==> config.mk <==
export PLATFORM = sky130hd
export DESIGN_NAME = jtframe_prog_pack
export DESIGN_NICKNAME = d
export VERILOG_FILES = /design/src/rtl/jtframe_prog_pkg.sv /design/src/rtl/jtframe_prog_fifo.sv /design/src/rtl/jtframe_prog_pack.sv
export SDC_FILE = /design/constraint.sdc
export NUM_CORES = 1
export LEC_CHECK = 0
export CAP_MARGIN = 25
export CELL_PAD_IN_SITES_DETAIL_PLACEMENT = 1
export CELL_PAD_IN_SITES_GLOBAL_PLACEMENT = 1
export CORE_MARGIN = 2
export CORE_UTILIZATION = 49
export DETAILED_ROUTE_END_ITERATION = 10
export PLACE_DENSITY = 0.77
export SLEW_MARGIN = 0
export SYNTH_ARGS = -nofsm -noshare
export SYNTH_HDL_FRONTEND = slang
export SYNTH_SLANG_ARGS = --single-unit
==> constraint.sdc <==
create_clock -name clk_rom -period 12.2 [get_ports clk_rom]
set_input_delay 3.66 -clock clk_rom [delete_from_list [all_inputs] [get_ports clk_rom]]
set_output_delay 3.66 -clock clk_rom [all_outputs]
set_load 0.02 [all_outputs]
==> src/rtl/jtframe_prog_pkg.sv <==
// rtl/jtframe_prog_pkg.sv - shared types and constants for the ROM-download staging path
package jtframe_prog_pkg;

   localparam logic [1:0] MASK_LO  = 2'b10;
   localparam logic [1:0] MASK_HI  = 2'b01;
   localparam logic [1:0] MASK_OFF = 2'b11;

   typedef struct packed {
      logic [1:0]  bank;
      logic [21:0] addr;
      logic [1:0]  mask;
      logic [7:0]  data;
   } prog_entry_t;

   typedef enum logic [1:0] {
      IDLE,
      WRITE,
      GAP
   } prog_state_t;

endpackage

==> src/rtl/jtframe_prog_fifo.sv <==
// rtl/jtframe_prog_fifo.sv - synchronous FIFO of prog_entry_t, push on full is legal with a pop
module jtframe_prog_fifo
   import jtframe_prog_pkg::*;
#(
   parameter int AW = 3
)(
   input  logic        clk_rom,
   input  logic        rst_n,
   input  logic        push,
   input  logic        pop,
   input  prog_entry_t din,
   output prog_entry_t dout,
   output logic        full,
   output logic        empty
);

   prog_entry_t   mem [2**AW];
   logic [AW:0]   wr_ptr, rd_ptr;
   logic          do_push, do_pop;

   assign empty   = wr_ptr == rd_ptr;
   assign full    = (wr_ptr[AW] != rd_ptr[AW]) && (wr_ptr[AW-1:0] == rd_ptr[AW-1:0]);
   assign do_pop  = pop && !empty;
   // On full, the slot being overwritten is the head that the reader is retiring
   assign do_push = push && (!full || do_pop);
   assign dout    = mem[rd_ptr[AW-1:0]];

   always_ff @(posedge clk_rom) begin
      if (do_push) mem[wr_ptr[AW-1:0]] <= din;
   end

   always_ff @(posedge clk_rom) begin
      if (!rst_n) begin
         wr_ptr <= '0;
         rd_ptr <= '0;
      end else begin
         if (do_push) wr_ptr <= wr_ptr + (AW+1)'(1);
         if (do_pop)  rd_ptr <= rd_ptr + (AW+1)'(1);
      end
   end

endmodule

==> src/rtl/jtframe_prog_pack.sv <==
// rtl/jtframe_prog_pack.sv - ioctl byte stream to SDRAM prog_* writes; JTFRAME_PROG_SUM_EN adds prog_sum
module jtframe_prog_pack
   import jtframe_prog_pkg::*;
#(
   parameter int          HEADER    = 0,
   parameter logic [24:0] BA1_START = 25'h10_0000,
   parameter logic [24:0] BA2_START = 25'h20_0000,
   parameter logic [24:0] BA3_START = 25'h30_0000,
   parameter int          SWAB      = 0,
   parameter int          FIFO_AW   = 3
)(
   input  logic        clk_rom,
   input  logic        rst_n,
   input  logic        downloading,
   input  logic [24:0] ioctl_addr,
   input  logic [7:0]  ioctl_data,
   input  logic        ioctl_wr,
   output logic [21:0] prog_addr,
   output logic [7:0]  prog_data,
   output logic [1:0]  prog_mask,
   output logic [1:0]  prog_bank,
   output logic        prog_we,
   input  logic        prog_rdy,
   output logic        dwnld_busy,
   output logic        dropped
`ifdef JTFRAME_PROG_SUM_EN
   ,
   output logic [15:0] prog_sum
`endif
);

   localparam logic [24:0] HDR    = HEADER[24:0];
   localparam logic        SWAB_B = SWAB != 0;

   prog_state_t state;
   prog_entry_t fifo_din, fifo_dout, out_q;
   logic        fifo_full, fifo_empty, push, pop;
   logic        dl_q, dl_rise, hdr_skip, wr_ok, ovf, drop_now;
   logic [24:0] a, base, off;
   logic [1:0]  bank;

   always_comb begin
      {hdr_skip, a} = {1'b0, ioctl_addr} - {1'b0, HDR};
      if (a >= BA3_START) begin
         bank = 2'd3;
         base = BA3_START;
      end else if (a >= BA2_START) begin
         bank = 2'd2;
         base = BA2_START;
      end else if (a >= BA1_START) begin
         bank = 2'd1;
         base = BA1_START;
      end else begin
         bank = 2'd0;
         base = '0;
      end
      off           = a - base;
      ovf           = |off[24:23];
      fifo_din.bank = bank;
      fifo_din.addr = off[22:1];
      fifo_din.mask = (off[0] ^ SWAB_B) ? MASK_HI : MASK_LO;
      fifo_din.data = ioctl_data;
   end

   assign dl_rise  = downloading && !dl_q;
   assign wr_ok    = ioctl_wr && downloading && !hdr_skip;
   assign pop      = (state == WRITE) && prog_we && prog_rdy;
   assign push     = wr_ok && !ovf && (!fifo_full || pop);
   assign drop_now = wr_ok && (ovf || (fifo_full && !pop));

   assign {prog_bank, prog_addr, prog_mask, prog_data} = out_q;

   jtframe_prog_fifo #(.AW(FIFO_AW)) u_fifo (
      .clk_rom (clk_rom),
      .rst_n   (rst_n),
      .push    (push),
      .pop     (pop),
      .din     (fifo_din),
      .dout    (fifo_dout),
      .full    (fifo_full),
      .empty   (fifo_empty)
   );

   // Entering from IDLE spends one WRITE cycle loading the head; GAP reloads directly
   always_ff @(posedge clk_rom) begin
      if (!rst_n) begin
         state   <= IDLE;
         prog_we <= 1'b0;
         out_q   <= '{bank: 2'd0, addr: 22'd0, mask: MASK_OFF, data: 8'd0};
      end else begin
         case (state)
            IDLE: begin
               if (!fifo_empty) state <= WRITE;
            end
            WRITE: begin
               if (!prog_we) begin
                  out_q   <= fifo_dout;
                  prog_we <= 1'b1;
               end else if (prog_rdy) begin
                  prog_we <= 1'b0;
                  state   <= GAP;
               end
            end
            GAP: begin
               if (!fifo_empty) begin
                  out_q   <= fifo_dout;
                  prog_we <= 1'b1;
                  state   <= WRITE;
               end else begin
                  state   <= IDLE;
               end
            end
            default: begin
               state   <= IDLE;
               prog_we <= 1'b0;
            end
         endcase
      end
   end

   always_ff @(posedge clk_rom) begin
      if (!rst_n) begin
         dl_q       <= 1'b0;
         dwnld_busy <= 1'b0;
         dropped    <= 1'b0;
      end else begin
         dl_q       <= downloading;
         dwnld_busy <= downloading || !fifo_empty || (state != IDLE);
         if (dl_rise)       dropped <= drop_now;
         else if (drop_now) dropped <= 1'b1;
      end
   end

`ifdef JTFRAME_PROG_SUM_EN
   always_ff @(posedge clk_rom) begin
      if (!rst_n)       prog_sum <= 16'd0;
      else if (dl_rise) prog_sum <= pop ? {8'd0, out_q.data} : 16'd0;
      else if (pop)     prog_sum <= prog_sum + {8'd0, out_q.data};
   end
`endif

endmodule

* Yosys cells after proc, flatten, opt, wreduce, memory -nomap -nowiden
Memory sizes are Yosys's and may differ from the RTL's. A register that Yosys moved wholly into a read port is not among the register bits.
Cells that the tools add are included.
** Storage, ports and cells
- Memory bits (writable) :: 272
- Input bits :: 38
- Memory bits (read-only) :: 0
- Memories kept :: 1
- Bits in latches :: 0
- Output and inout port bits :: 37
- Register bits :: 48
** Memory list
- u_fifo.mem :: words 8, bits a word 34, rd ports 1, clocked after Yosys merged registers in 1, wr ports 1, RTL line jtframe_prog_fifo.sv:17 : prog_entry_t mem [2**AW];
** Operators by class
- Bitwise logic cells :: 1
- Equal/unequal tests :: 10
- Add/sub/neg operators :: 3
- Multipliers :: 0
- $lt $le $gt $ge :: 3
- Divide/modulo/power cells :: 0
- Shift operators :: 0
- Multiplexer cells :: 25
- Reductions and logical operators :: 29
** Operator list (number)
- 34-bit two-way mux :: 2
- 34-bit one-hot mux with 2 select lines :: 1
- 25-bit by 22-bit >= comparator with 1-bit output (second input constant) :: 2
- 25-bit by 21-bit >= comparator with 1-bit output (second input constant) :: 1
- 25-bit two-way mux :: 1
- 25-bit subtractor :: 1
- 22-bit two-way mux :: 1
- 21-bit two-way mux :: 1
- 2-bit two-way mux :: 6
- 1-bit logical AND :: 11
- 2-bit != test (second input constant) :: 5
- 1-bit two-way mux :: 9
- 4-bit by 1-bit adder with 4-bit output (second input constant) :: 2
- 3-bit two-way mux :: 2
- 2-bit one-hot mux with 3 select lines :: 1
- 3-bit AND reduction :: 2
- 2-bit nonzero test :: 3
- 1-bit zero test :: 5
- 1-bit logical OR :: 5
- 4-bit == test :: 1
- 3-bit == test :: 1
- 1-bit one-hot mux with 3 select lines :: 1
- 2-bit by 1-bit == test with 1-bit output (second input constant) :: 1
- 2-bit == test (second input constant) :: 1
- 5 further kinds :: 5

* Depth between registers and ports, before layout
Gate-level depths: netlist of run 1.
- Word-level depth :: 12
- Mapped depth :: 8

* Cells and area by module
From an unflattened synthesis of run 1, not the netlist that was laid out.
** Unflattened totals
- Cells, all modules :: 676
- Area total of the unflattened synthesis :: 12743.5 µm²
** Modules (own cells, without submodules)
- jtframe_prog_fifo :: area an instance 10887.9 µm², seq. area each 8388.0 µm², cells an instance 465, instances 1
- jtframe_prog_pack :: area an instance 1855.5 µm², seq. area each 800.8 µm², cells an instance 211, instances 1

* Worst setup path after synthesis of run 1
OpenSTA, ideal clock, no wires.
- Path type :: input to register
- Start point :: input port ioctl_addr[22]
- End point :: memory u_fifo.mem[1][0] (netlist name), enable pin
- Library setup time :: 0.523 ns
- Cell stages on the path :: 8
- Data arrival time :: 9.298 ns
- Buffers on the path :: 0
- Slack :: 2.380 ns
- Cells stage by stage :: or4_1 > ha_1 > fa_1 > or4b_1 > nor2b_1 > nand4_2 > or2_1 > nor4b_1
** On the way
- Longest elaborated chain between the ends :: 12
- Elaborated cells on any way between the ends :: 14
** RTL lines
- start, declared :: RTL line jtframe_prog_pack.sv:15 : input logic [24:0] ioctl_addr,
- 25-bit by 21-bit >= comparator with 1-bit output :: RTL line jtframe_prog_pack.sv:50 : end else if (a >= BA1_START) begin
- 21-bit two-way mux :: RTL line jtframe_prog_pack.sv:50
- 22-bit two-way mux :: RTL line jtframe_prog_pack.sv:47 : end else if (a >= BA2_START) begin
- 25-bit two-way mux :: RTL line jtframe_prog_pack.sv:44 : if (a >= BA3_START) begin
- 25-bit subtractor * :: RTL line jtframe_prog_pack.sv:57 : off = a - base;
- 2-bit OR reduction * :: RTL line jtframe_prog_pack.sv:58 : ovf = |off[24:23];
- 1-bit zero test * :: RTL line jtframe_prog_pack.sv:68 : assign push = wr_ok && !ovf && (!fifo_full || pop);
- 1-bit logical AND * (2 in a row) :: RTL line jtframe_prog_pack.sv:68
- 1-bit logical AND * :: RTL line jtframe_prog_fifo.sv:25 : assign do_push = push && (!full || do_pop);
- 1-bit two-way mux * :: RTL line jtframe_prog_fifo.sv:29 : if (do_push) mem[wr_ptr[AW-1:0]] <= din;
- 1-bit two-way mux (implied by the code) * :: RTL line jtframe_prog_fifo.sv:29
- end, declared :: RTL line jtframe_prog_fifo.sv:17
Mark *: on every way between the ends. The rest lies on a longest branch, timed or not.

* Worst setup path after layout of run 1
- Start point :: input port ioctl_addr[22]
- End point :: memory u_fifo.mem[0][22] (netlist name), enable pin
The elaborated chain is that of the path after synthesis.

==> reports/results.tsv, run 1 <==
stage	metric	value	unit
floorplanning	Die H	163	µm
setup_path	CP startpoint kind	primary input	
placement	Place WS	3.84	ns
setup_path	Data arrival, critical path	8.01	ns
pwr	peak supply drop	0.0983	mV
pwr	leakage	4.49	nW
final_layout	nets@finish	761	
yosys	share of flip-flops with an asynchronous set or reset	0	
setup_path	FF-to-FF path depth	6	
setup_path	slowest CP cell	or4_1	
routing	DRC viols	0	
clock_network	Worst-path clk slew	0.06	ns
sta	RSZ-0062 raised after global routing	no	
routing	vias per cell	5.74	
yosys	post-synthesis sequential area ratio	0.744	
setup_path	crit path max fanout	26	
yosys	synth top area cells	edfxtp_1 (66%), mux4_2 (12%), dfxtp_1 (8.3%)	
setup_path	slowest cell delay on critical path	0.75	ns
setup_path	reg2reg setup slack	9.09	ns
yosys	synth cell count leaders	edfxtp_1 (272), mux4_2 (68), dfxtp_1 (51)	
routing	via count	6139	
clock_network	Max clock buf depth	3	
grt	vias in the first global route	6765	
hold_path	worst hold path depth	2	
grt	total global-route track usage	0.204	
clock_network	CTS hold repair buffers	0	
clock_network	worst-skew pair later-pin latency	0.50	ns
final_layout	number of inserted diodes	0	
floorplanning	die area	26500	µm²
final_layout	Area Growth Syn to Fin	18.3	%
clock_network	Num CTS Buffers	34	
sta	Clock Skew	0.0105	ns
routing	post-DR wirelength/cell	24.4	µm
setup_path	WP data required	12.35	ns
job	max_cap viols	0	
grt	initial antenna violation count	0	
clock_network	Post-CTS Setup Inserts	0	
sta	shortest period the worst path allows	7.86	ns
yosys	Mapped Cells	625	
clock_network	CTS Sinks	323	
setup_path	cells along the critical path	clkdlybuf4s50_1, or4_1, ha_1, fa_1, or4b_1, nor2b_1, nand4_2, or3_4, nor3_2, buf_4	
routing	initial DRC count	357	
routing	final wirelength	26100	µm
yosys	Syn Area/Cell	19.8	µm²
floorplanning	Starting Density	0.495	
clock_network	CTS tree	built	
setup_path	nature of the critical path endpoint	register	
sta	fmax	0.127	GHz
yosys	Synth Flop Type	edfxtp_1	
yosys	post-synth net total	672	
hold_path	hold path startpoint	dropped$_SDFFE_PN0P_	
sta	crit share post-route	0.644	
grt	global-route wire length before repair	40400	µm
setup_path	kind of critical path	in -> reg	
floorplanning	num ports	75	
sta	Slew @ Worst Pin	0.995	ns
setup_path	RR Startpoint	u_fifo.wr_ptr[1]$_SDFFE_PN0P_	
clock_network	H-tree depth	2	
grt	GRT overflow	0	
sta	Max Transition Viols Final	0	
sta	Setup WS post-layout	4.34	ns
sta	Final Hold Viols	0	
clock_network	cts repair resizes	0	
routing	DR pass1 iterations	5	
hold_path	Hold Crit Endpoint	dropped$_SDFFE_PN0P_	
setup_path	crit path buf inv count	2	
placement	HPWL Detailed	14600	µm
pwr	Power Density	159	nW/µm²
yosys	synthesized area	12400	µm²
yosys	Synthesis Warnings	0	
outcome	outcome	finished, final reports clean	
setup_path	RR Endpoint	u_fifo.mem[0][22]$_DFFE_PP_	
yosys	Yosys reg bits	323	
placement	Final GP Congestion	0.747	
yosys	most numerous cell in the Yosys netlist	edfxtp_1	
yosys	area fraction of the dominant cell type after synthesis	0.661	
placement	Port Buf Inserts	74	
floorplanning	Die X	163	µm
sta	Final TNS setup	0	ns
floorplanning	row count	58	
final_layout	share of layout cells above drive strength 1	0.210	
routing	antenna-violating nets left	0	
yosys	EDFF count, synth	272	
sta	Finish-stage setup viols	0	
hold_path	HP Class	reg -> reg	
clock_network	Root Buffer	clkbuf_16	
yosys	Synth area leader	edfxtp_1	
grt	largest net degree at the start of global routing	69	
floorplanning	Core Area	25000	µm²
sta	Slew headroom	0.337	
setup_path	cell family with most CP delay	simple AND/OR/NAND/NOR gates	
yosys	Synth cell types	47	
==> cell families (layout without fill, tap and decap cells) <==
group / after synthesis / in the layout / share of synthesized area
buffers and inverters: 47 / 161 / 0.0198
adder cells (fa/ha/maj): 9 / 9 / 0.00972
flip-flops: 323 / 323 / 0.744
multiplexers: 104 / 104 / 0.153
AO/OA/AOI/OAI: 55 / 55 / 0.0349
XOR/XNOR: 8 / 8 / 0.00567
AND/OR/NAND/NOR: 79 / 79 / 0.0330
==> flip-flops by register name (all words and copies together), names as in the netlist, named ones only <==
name	flops
u_fifo.mem	272
prog_addr	22
prog_data	8
u_fifo.rd_ptr	4
u_fifo.wr_ptr	4
prog_bank	2
prog_mask	2
state	2
dl_q	1
dropped	1
dwnld_busy	1
prog_we	1
==> worst reg2reg max path, cell delays in order, from the launching register on <==
cell and delay [ns]:
dfxtp_1 0.61, xnor2_1 0.18, nand3_1 0.13, nor3b_2 0.10, or3_4 0.46, nor3_2 0.71, buf_4 0.53
==> final cells by class <==
| cell class | instances | area [µm²] |
|---|---|---|
| well taps | 330 | 413 |
| multi-input cells | 255 | 2970 |
| fillers | 2188 | 10400 |
| flip-flops and latches | 323 | 9200 |
| inverters | 13 | 48.8 |
| repair buffers | 87 | 871 |
| clock buffers | 39 | 933 |
| clock inverters | 22 | 180 |
==> placed cells by master, fill, tap and decap left out, types with 6 or more instances in the layout <==
cell type	Yosys	final
clkbuf_16	0	37
edfxtp_1	272	272
a211oi_2	6	6
o21ai_0	6	6
nor2_1	41	40
clkinv_2	0	8
clkinv_1	0	9
ha_1	8	8
a211oi_1	26	26
dfxtp_1	51	48
mux4_2	68	68
buf_4	2	11
mux2i_1	36	36
nand2_1	9	9
clkdlybuf4s50_1	0	74
inv_1	12	12
==> layer usage <==
| layer | GRT usage | part of all wire |
|---|---|---|
| met1 | 0.275 | 0.42 |
| met4 | 0.0708 | 0.027 |
| met2 | 0.346 | 0.51 |
| met3 | 0.0288 | 0.039 |
| met5 | 0 | 0 |
==> through the flow <==
step                      total power, mW  instance area, µm²  utilization  hold WS [ns]  instances
after floorplan                      1.28               12400            -         0.456        625
after global placement               1.32               13500        0.539         0.465       1006
after detailed placement             1.33               13500        0.540         0.475       1007
after CTS                            2.35               14600        0.585         0.497       1068
after global routing                 2.39               14600        0.585         0.518       1069
final                                2.33               14600        0.585         0.492       1069
==> how the worst max path moves through the flow <==
stage / slack (ns) / startpoint / cells past startpoint / endpoint
floorplan: 2.38 / ioctl_addr[22] / 8 / u_fifo.mem[1][0]$_DFFE_PP_
global placement: 4.11 / ioctl_addr[22] / 10 / u_fifo.mem[0][23]$_DFFE_PP_
detailed placement: 3.84 / ioctl_addr[22] / 10 / u_fifo.mem[0][24]$_DFFE_PP_
CTS: 4.36 / ioctl_addr[22] / 10 / u_fifo.mem[0][22]$_DFFE_PP_
global route: 4.13 / ioctl_addr[22] / 10 / u_fifo.mem[0][28]$_DFFE_PP_
finish: 4.34 / ioctl_addr[22] / 10 / u_fifo.mem[0][22]$_DFFE_PP_
==> power breakdown <==
part / internal [mW] / leakage (nW) / switching, mW
registers: 1.21 / 2.88 / 0.00647
logic: 0.0376 / 1.06 / 0.0533
clock network: 0.612 / 0.551 / 0.412
(Power assumes the default switching activity.)
==> inputs of run 2 (changes only) <==
--- a/config.mk
+++ b/config.mk
@@ -9,9 +9,9 @@
 export CELL_PAD_IN_SITES_DETAIL_PLACEMENT = 1
 export CELL_PAD_IN_SITES_GLOBAL_PLACEMENT = 1
 export CORE_MARGIN = 2
-export CORE_UTILIZATION = 49
+export CORE_UTILIZATION = 46
 export DETAILED_ROUTE_END_ITERATION = 10
-export PLACE_DENSITY = 0.77
+export PLACE_DENSITY = 0.76
 export SLEW_MARGIN = 0
 export SYNTH_ARGS = -nofsm -noshare
 export SYNTH_HDL_FRONTEND = slang
==> constraint.sdc (replaced) <==
create_clock -name clk_rom -period 6.4 [get_ports clk_rom]
set_input_delay 1.92 -clock clk_rom [delete_from_list [all_inputs] [get_ports clk_rom]]
set_output_delay 1.92 -clock clk_rom [all_outputs]
set_load 0.02 [all_outputs]
==> run 2 against run 1 <==
Net effect: sequential share of layout area is 0.29 points lower; via count is 0.64% higher; clock power is 83% higher; count of clock-buffer cells in the layout up 8; non-clock buffer count rose by 6; utilization fell by 2.5 points; die area increased by 6.4%; worst hold slack worse by 0.014 ns; setup slack got worse by 3.4 ns; combinational power rose by 94%.
==> reports/results.tsv, run 2 (synthesis gave the netlist of run 1 again) <==
stage	metric	value	unit	change
pwr	Flop pwr share	0.531		+0.009
setup_path	cell family with most CP delay	simple AND/OR/NAND/NOR gates		
grt	GRT overflow	0		unchanged
grt	global-route wire length before repair	41500	µm	+2.9%
sta	Max Transition Viols Final	0		unchanged
setup_path	kind of critical path	in -> reg		
routing	via count	6178		+0.64%
pwr	peak supply drop	0.152	mV	+54%
final_layout	number of inserted diodes	0		unchanged
setup_path	crit path max fanout	19		-27%
setup_path	CP startpoint kind	primary input		
sta	Slew @ Worst Pin	0.850	ns	-0.145 ns
setup_path	WP data required	6.57	ns	-5.78 ns
floorplanning	Die X	168	µm	+3.1%
sta	Slew headroom	0.433		+0.0964
setup_path	Worst setup startpoint	ioctl_addr[22]		
sta	hold_ws	0.479	ns	-0.0136 ns
clock_network	Max clock buf depth	3		unchanged
job	max_cap viols	0		unchanged
routing	initial DRC count	524		+47%
routing	DRC viols	0		unchanged
setup_path	nature of the critical path endpoint	register		
clock_network	cts repair resizes	0		unchanged
pwr	Psw	0.888	mW	+88%
final_layout	Core Util, Final	0.560		-0.0250
clock_network	CTS tree	built		
outcome	outcome	finished, final reports clean		
pwr	leakage	4.50	nW	+0.21%
setup_path	RR Startpoint	u_fifo.wr_ptr[1]$_SDFFE_PN0P_		
grt	largest net degree at the start of global routing	69		unchanged
final_layout	most frequent cells in the layout	edfxtp_1 (272), clkdlybuf4s50_1 (74), mux4_2 (68)		
pwr	Pint	3.47	mW	+87%
final_layout	max FFs per register	272		unchanged
placement	Final GP Congestion	0.716		-4.2%
routing	final wirelength	26700	µm	+2.2%
placement	Port Buf Inserts	74		unchanged
pwr	Power Density	297	nW/µm²	+86%
setup_path	cells along the critical path	clkdlybuf4s50_1, or4_1, ha_1, fa_1, or4b_1, nor2b_1, nand4_2, or3_4, nor3b_4, buf_4		
floorplanning	Core Area	26200	µm²	+5.0%
sta	shortest period the worst path allows	5.43	ns	
final_layout	Area Growth Syn to Fin	18.9	%	
clock_network	H-tree depth	2		unchanged
sta	Clock Skew	0.0163	ns	+0.00581 ns
clock_network	Num CTS Buffers	34		unchanged
grt	vias in the first global route	6898		+2.0%
routing	vias per cell	5.72		-0.39%
pwr	Comb power frac	0.040		about the same
clock_network	Root Buffer	clkbuf_16		
clock_network	CTS Sinks	323		unchanged
sta	Finish-stage setup viols	0		unchanged
final_layout	commonest non-fill, non-tap cell in the layout	edfxtp_1		
sta	RSZ-0062 raised after global routing	no		
sta	Final TNS setup	0	ns	unchanged
grt	initial antenna violation count	0		unchanged
placement	HPWL Detailed	16200	µm	+11%
routing	antenna-violating nets left	0		unchanged
clock_network	Post-CTS Setup Inserts	0		unchanged
placement	placed insts	1017		+0.99%
final_layout	final instance area	14700	µm²	+0.50%
setup_path	slowest CP cell	or4_1		
floorplanning	Starting Density	0.471		-0.0235
final_layout	nets@finish	767		+0.79%
hold_path	hold path startpoint	dropped$_SDFFE_PN0P_		
floorplanning	num ports	75		unchanged
final_layout	share of layout cells above drive strength 1	0.212		+0.00234
clock_network	worst-skew pair later-pin latency	0.50	ns	about the same
clock_network	Worst-path clk slew	0.06	ns	about the same
placement	placed inst area	13600	µm²	+0.71%
sta	crit share post-route	0.848		
sta	fmax	0.184	GHz	
routing	post-DR wirelength/cell	24.7	µm	+1.2%
pwr	Clock Power Share	0.428		-0.011
grt	total global-route track usage	0.196		-0.00809
floorplanning	die area	28200	µm²	+6.4%
setup_path	slowest cell delay on critical path	0.72	ns	-0.03 ns
floorplanning	row count	59		+1.7%
floorplanning	Die H	168	µm	+3.1%
routing	DR pass1 iterations	5		unchanged
setup_path	Data arrival, critical path	5.60	ns	-2.41 ns
hold_path	HP Class	reg -> reg		
final_layout	Non-Filler Instances	1080		+1.0%
setup_path	crit path buf inv count	2		unchanged
pwr	switching share of power	0.204		+0.00142
clock_network	CTS hold repair buffers	0		unchanged
sta	Final Hold Viols	0		unchanged
==> run 2: layout make-up <==
cell class              count  area [µm²]
clock inverters            14         101
well taps                 335         419
fillers                  2290       11500
clock buffers              47         961
multi-input cells         255        2980
inverters                  13        48.8
flip-flops and latches    323        9200
repair buffers             93         973
==> run 2: stage by stage <==
stage	setup WS, ns	total power, mW
global route	0.727	4.49
CTS	0.964	4.40
floorplan	-1.68	2.44
detailed placement	0.420	2.53
global placement	0.660	2.52
finish	0.974	4.36
==> run 2: worst min-delay path: cells and delay by family (launching register included) <==
family | cells | cell delay, ns
compound gates | 2 | 0.12
flops | 1 | 0.31
==> run 2: worst paths after layout <==
check / to / slack (ns) / depth (start not counted)
worst min-delay path: dropped$_SDFFE_PN0P_ / 0.48 / 2
worst min register to register: dropped$_SDFFE_PN0P_ / 0.48 / 2
worst max register to register: u_fifo.mem[0][23]$_DFFE_PP_ / 3.86 / 6
worst max-delay path: u_fifo.mem[2][7]$_DFFE_PP_ / 0.97 / 10
==> run 2: metal layers <==
metal / vias up / wire length (µm) / track usage
met4: 0 / 701 / 0.0647
met2: 199 / 13600 / 0.338
met3: 46 / 1570 / 0.0341
met1: 3208 / 10800 / 0.255
met5: - / 0 / 0
li1: 2725 / - / -
==> run 2: power groups by stage <==
stage | logic, mW | registers, mW | clock network [mW]
floorplan | 0.0623 | 2.37 | 0
global placement | 0.164 | 2.36 | 0
detailed placement | 0.174 | 2.36 | 0
CTS | 0.177 | 2.31 | 1.91
global route | 0.190 | 2.31 | 1.98
finish | 0.176 | 2.31 | 1.87
==> inputs of run 3 (changes only) <==
--- a/config.mk
+++ b/config.mk
@@ -9,9 +9,9 @@
 export CELL_PAD_IN_SITES_DETAIL_PLACEMENT = 1
 export CELL_PAD_IN_SITES_GLOBAL_PLACEMENT = 1
 export CORE_MARGIN = 2
-export CORE_UTILIZATION = 46
+export CORE_UTILIZATION = 49
 export DETAILED_ROUTE_END_ITERATION = 10
-export PLACE_DENSITY = 0.76
+export PLACE_DENSITY = 0.77
 export SLEW_MARGIN = 0
 export SYNTH_ARGS = -nofsm -noshare
 export SYNTH_HDL_FRONTEND = slang
==> constraint.sdc (replaced) <==
create_clock -name clk_rom -period 5.11 [get_ports clk_rom]
set_input_delay 1.533 -clock clk_rom [delete_from_list [all_inputs] [get_ports clk_rom]]
set_output_delay 1.533 -clock clk_rom [all_outputs]
set_load 0.02 [all_outputs]
==> run 3 against run 2 <==
Net effect: wire length increased by 3.4%; cell count decreased by 0.37%; clock skew decreased by 0.0077 ns; via count increased by 0.28%; die area decreased by 6.0%; non-clock buffer count unchanged; first-iteration DRC count decreased by 13%; worst hold slack improved by 0.021 ns; setup slack got worse by 0.57 ns; global-route usage increased by 2.2 points; final area increased by 0.52%; sequential share of layout area decreased by 0.32 points; critical endpoint is now u_fifo.mem[1][18]$_DFFE_PP_; largest cell class unchanged; largest power group unchanged.
==> reports/results.tsv, run 3 (synthesis gave the netlist of run 1 again) <==
stage	metric	value	unit	change
outcome	outcome	finished, final reports clean		
clock_network	Post-CTS Setup Inserts	0		unchanged
floorplanning	Die X	163	µm	-3.0%
placement	Port Buf Inserts	74		unchanged
final_layout	commonest non-fill, non-tap cell in the layout	edfxtp_1		
setup_path	WP data required	5.30	ns	-1.27 ns
placement	Final GP Congestion	0.738		+3.1%
routing	antenna-violating nets left	0		unchanged
floorplanning	row count	58		-1.7%
setup_path	cells along the critical path	clkdlybuf4s50_1, or4_4, ha_4, fa_2, or4b_1, nor2b_4, nand4_2, or2_4, nor4b_4, buf_12		
clock_network	Max clock buf depth	3		unchanged
grt	vias in the first global route	6893		-0.072%
setup_path	slowest cell delay on critical path	0.64	ns	-0.08 ns
clock_network	CTS hold repair buffers	0		unchanged
sta	Final Hold Viols	0		unchanged
sta	crit share post-route	0.922		
clock_network	Num CTS Buffers	34		unchanged
setup_path	Data arrival, critical path	4.90	ns	-0.70 ns
grt	initial antenna violation count	0		unchanged
setup_path	crit path buf inv count	2		unchanged
grt	global-route wire length before repair	42600	µm	+2.7%
clock_network	CTS tree	built		
clock_network	Worst-path clk slew	0.06	ns	about the same
clock_network	Root Buffer	clkbuf_16		
pwr	Total Power	5.48	mW	+26%
placement	HPWL Detailed	17100	µm	+5.3%
final_layout	nets@finish	767		unchanged
setup_path	CP startpoint kind	primary input		
routing	DR pass1 iterations	5		unchanged
routing	initial DRC count	455		-13%
routing	via count	6195		+0.28%
sta	shortest period the worst path allows	4.71	ns	
floorplanning	Core Area	25000	µm²	-4.7%
sta	Final TNS setup	0	ns	unchanged
grt	largest net degree at the start of global routing	69		unchanged
setup_path	cell family with most CP delay	simple AND/OR/NAND/NOR gates		
floorplanning	Die H	163	µm	-3.0%
clock_network	H-tree depth	2		unchanged
setup_path	slowest CP cell	or4_4		
clock_network	cts repair resizes	0		unchanged
sta	Slew headroom	0.308		-0.125
floorplanning	Starting Density	0.495		+0.0235
final_layout	Area Growth Syn to Fin	19.5	%	
final_layout	FILL cells	2180		-4.8%
sta	Finish-stage setup viols	0		unchanged
pwr	peak supply drop	0.294	mV	+94%
sta	Slew @ Worst Pin	1.04	ns	+0.187 ns
final_layout	share of layout cells above drive strength 1	0.220		+0.00776
pwr	Power Density	371	nW/µm²	+25%
final_layout	most frequent cells in the layout	edfxtp_1 (272), clkdlybuf4s50_1 (74), mux4_2 (68)		
sta	Max Transition Viols Final	0		unchanged
grt	GRT overflow	0		unchanged
final_layout	max FFs per register	272		unchanged
clock_network	CTS Sinks	323		unchanged
job	max_cap viols	0		unchanged
grt	total global-route track usage	0.218		+0.0223
setup_path	nature of the critical path endpoint	register		
setup_path	crit path max fanout	34		+15
final_layout	register area	9200	µm²	unchanged
sta	fmax	0.212	GHz	
routing	DRC viols	0		unchanged
final_layout	area of the multi-input gates	3040	µm²	+1.8%
final_layout	number of inserted diodes	0		unchanged
routing	post-DR wirelength/cell	25.7	µm	+3.8%
pwr	leakage	4.51	nW	+0.26%
clock_network	worst-skew pair later-pin latency	0.51	ns	about the same
floorplanning	num ports	75		unchanged
setup_path	kind of critical path	in -> reg		
sta	Clock Skew	0.00854	ns	-0.00772 ns
routing	vias per cell	5.76		+0.65%
routing	final wirelength	27600	µm	+3.4%
hold_path	HP Class	reg -> reg		
floorplanning	die area	26500	µm²	-6.0%
sta	RSZ-0062 raised after global routing	no		
==> run 3: cell types whose count changed in the layout (fill, tap and decap cells not counted), moves of 2 or more <==
cell | previous run | this run
buf_4 | 13 | 10
clkinv_2 | 3 | 6
clkbuf_8 | 4 | 2
buf_12 | 4 | 8
nor4b_2 | 2 | 0
nor4b_4 | 0 | 2
==> run 3: final timing paths <==
kind | startpoint | to | slack [ns] | depth (start not counted)
setup / recovery | ioctl_addr[24] | u_fifo.mem[1][18]$_DFFE_PP_ | 0.40 | 10
hold / removal | dropped$_SDFFE_PN0P_ | dropped$_SDFFE_PN0P_ | 0.50 | 2
setup reg to reg | u_fifo.wr_ptr[1]$_SDFFE_PN0P_ | u_fifo.mem[0][12]$_DFFE_PP_ | 2.48 | 6
hold reg to reg | dropped$_SDFFE_PN0P_ | dropped$_SDFFE_PN0P_ | 0.50 | 2
==> run 3: final cells by class <==
cell class,count,share of cell area
repair buffers,93,0.0680
clock buffers,44,0.0615
well taps,330,0.0280
clock inverters,18,0.0104
multi-input cells,255,0.206
inverters,13,0.00331
flip-flops and latches,323,0.623
==> run 3: stage by stage <==
stage | instance area [µm²] | utilization | setup slack, ns | hold WS (ns) | instances
floorplan | 12500 | - | -0.200 | 0.456 | 625
global placement | 13700 | 0.547 | 0.119 | 0.471 | 1012
detailed placement | 13700 | 0.547 | -0.117 | 0.498 | 1012
CTS | 14700 | 0.589 | 0.414 | 0.507 | 1074
global route | 14800 | 0.591 | 0.268 | 0.532 | 1076
finish | 14800 | 0.591 | 0.401 | 0.500 | 1076
==> run 3: worst min-delay path, cell delays in order, from the launching register on <==
cell and delay, ns:
dfxtp_1 0.31, o21ai_0 0.07, a21oi_1 0.07
==> run 3: power breakdown <==
group	switching [mW]	internal (mW)	leakage (nW)
clock	0.989	1.37	0.520
combinational	0.133	0.0934	1.11
sequential	0.0147	2.88	2.88
total	1.14	4.34	4.51
==> run 3: routing by layer <==
| layer | vias to the layer above | part of all wire | track usage |
|---|---|---|---|
| met3 | 58 | 0.041 | 0.0336 |
| met5 | - | 0 | 0 |
| li1 | 2715 | - | - |
| met4 | 0 | 0.033 | 0.0796 |
| met1 | 3245 | 0.40 | 0.276 |
| met2 | 177 | 0.53 | 0.384 |
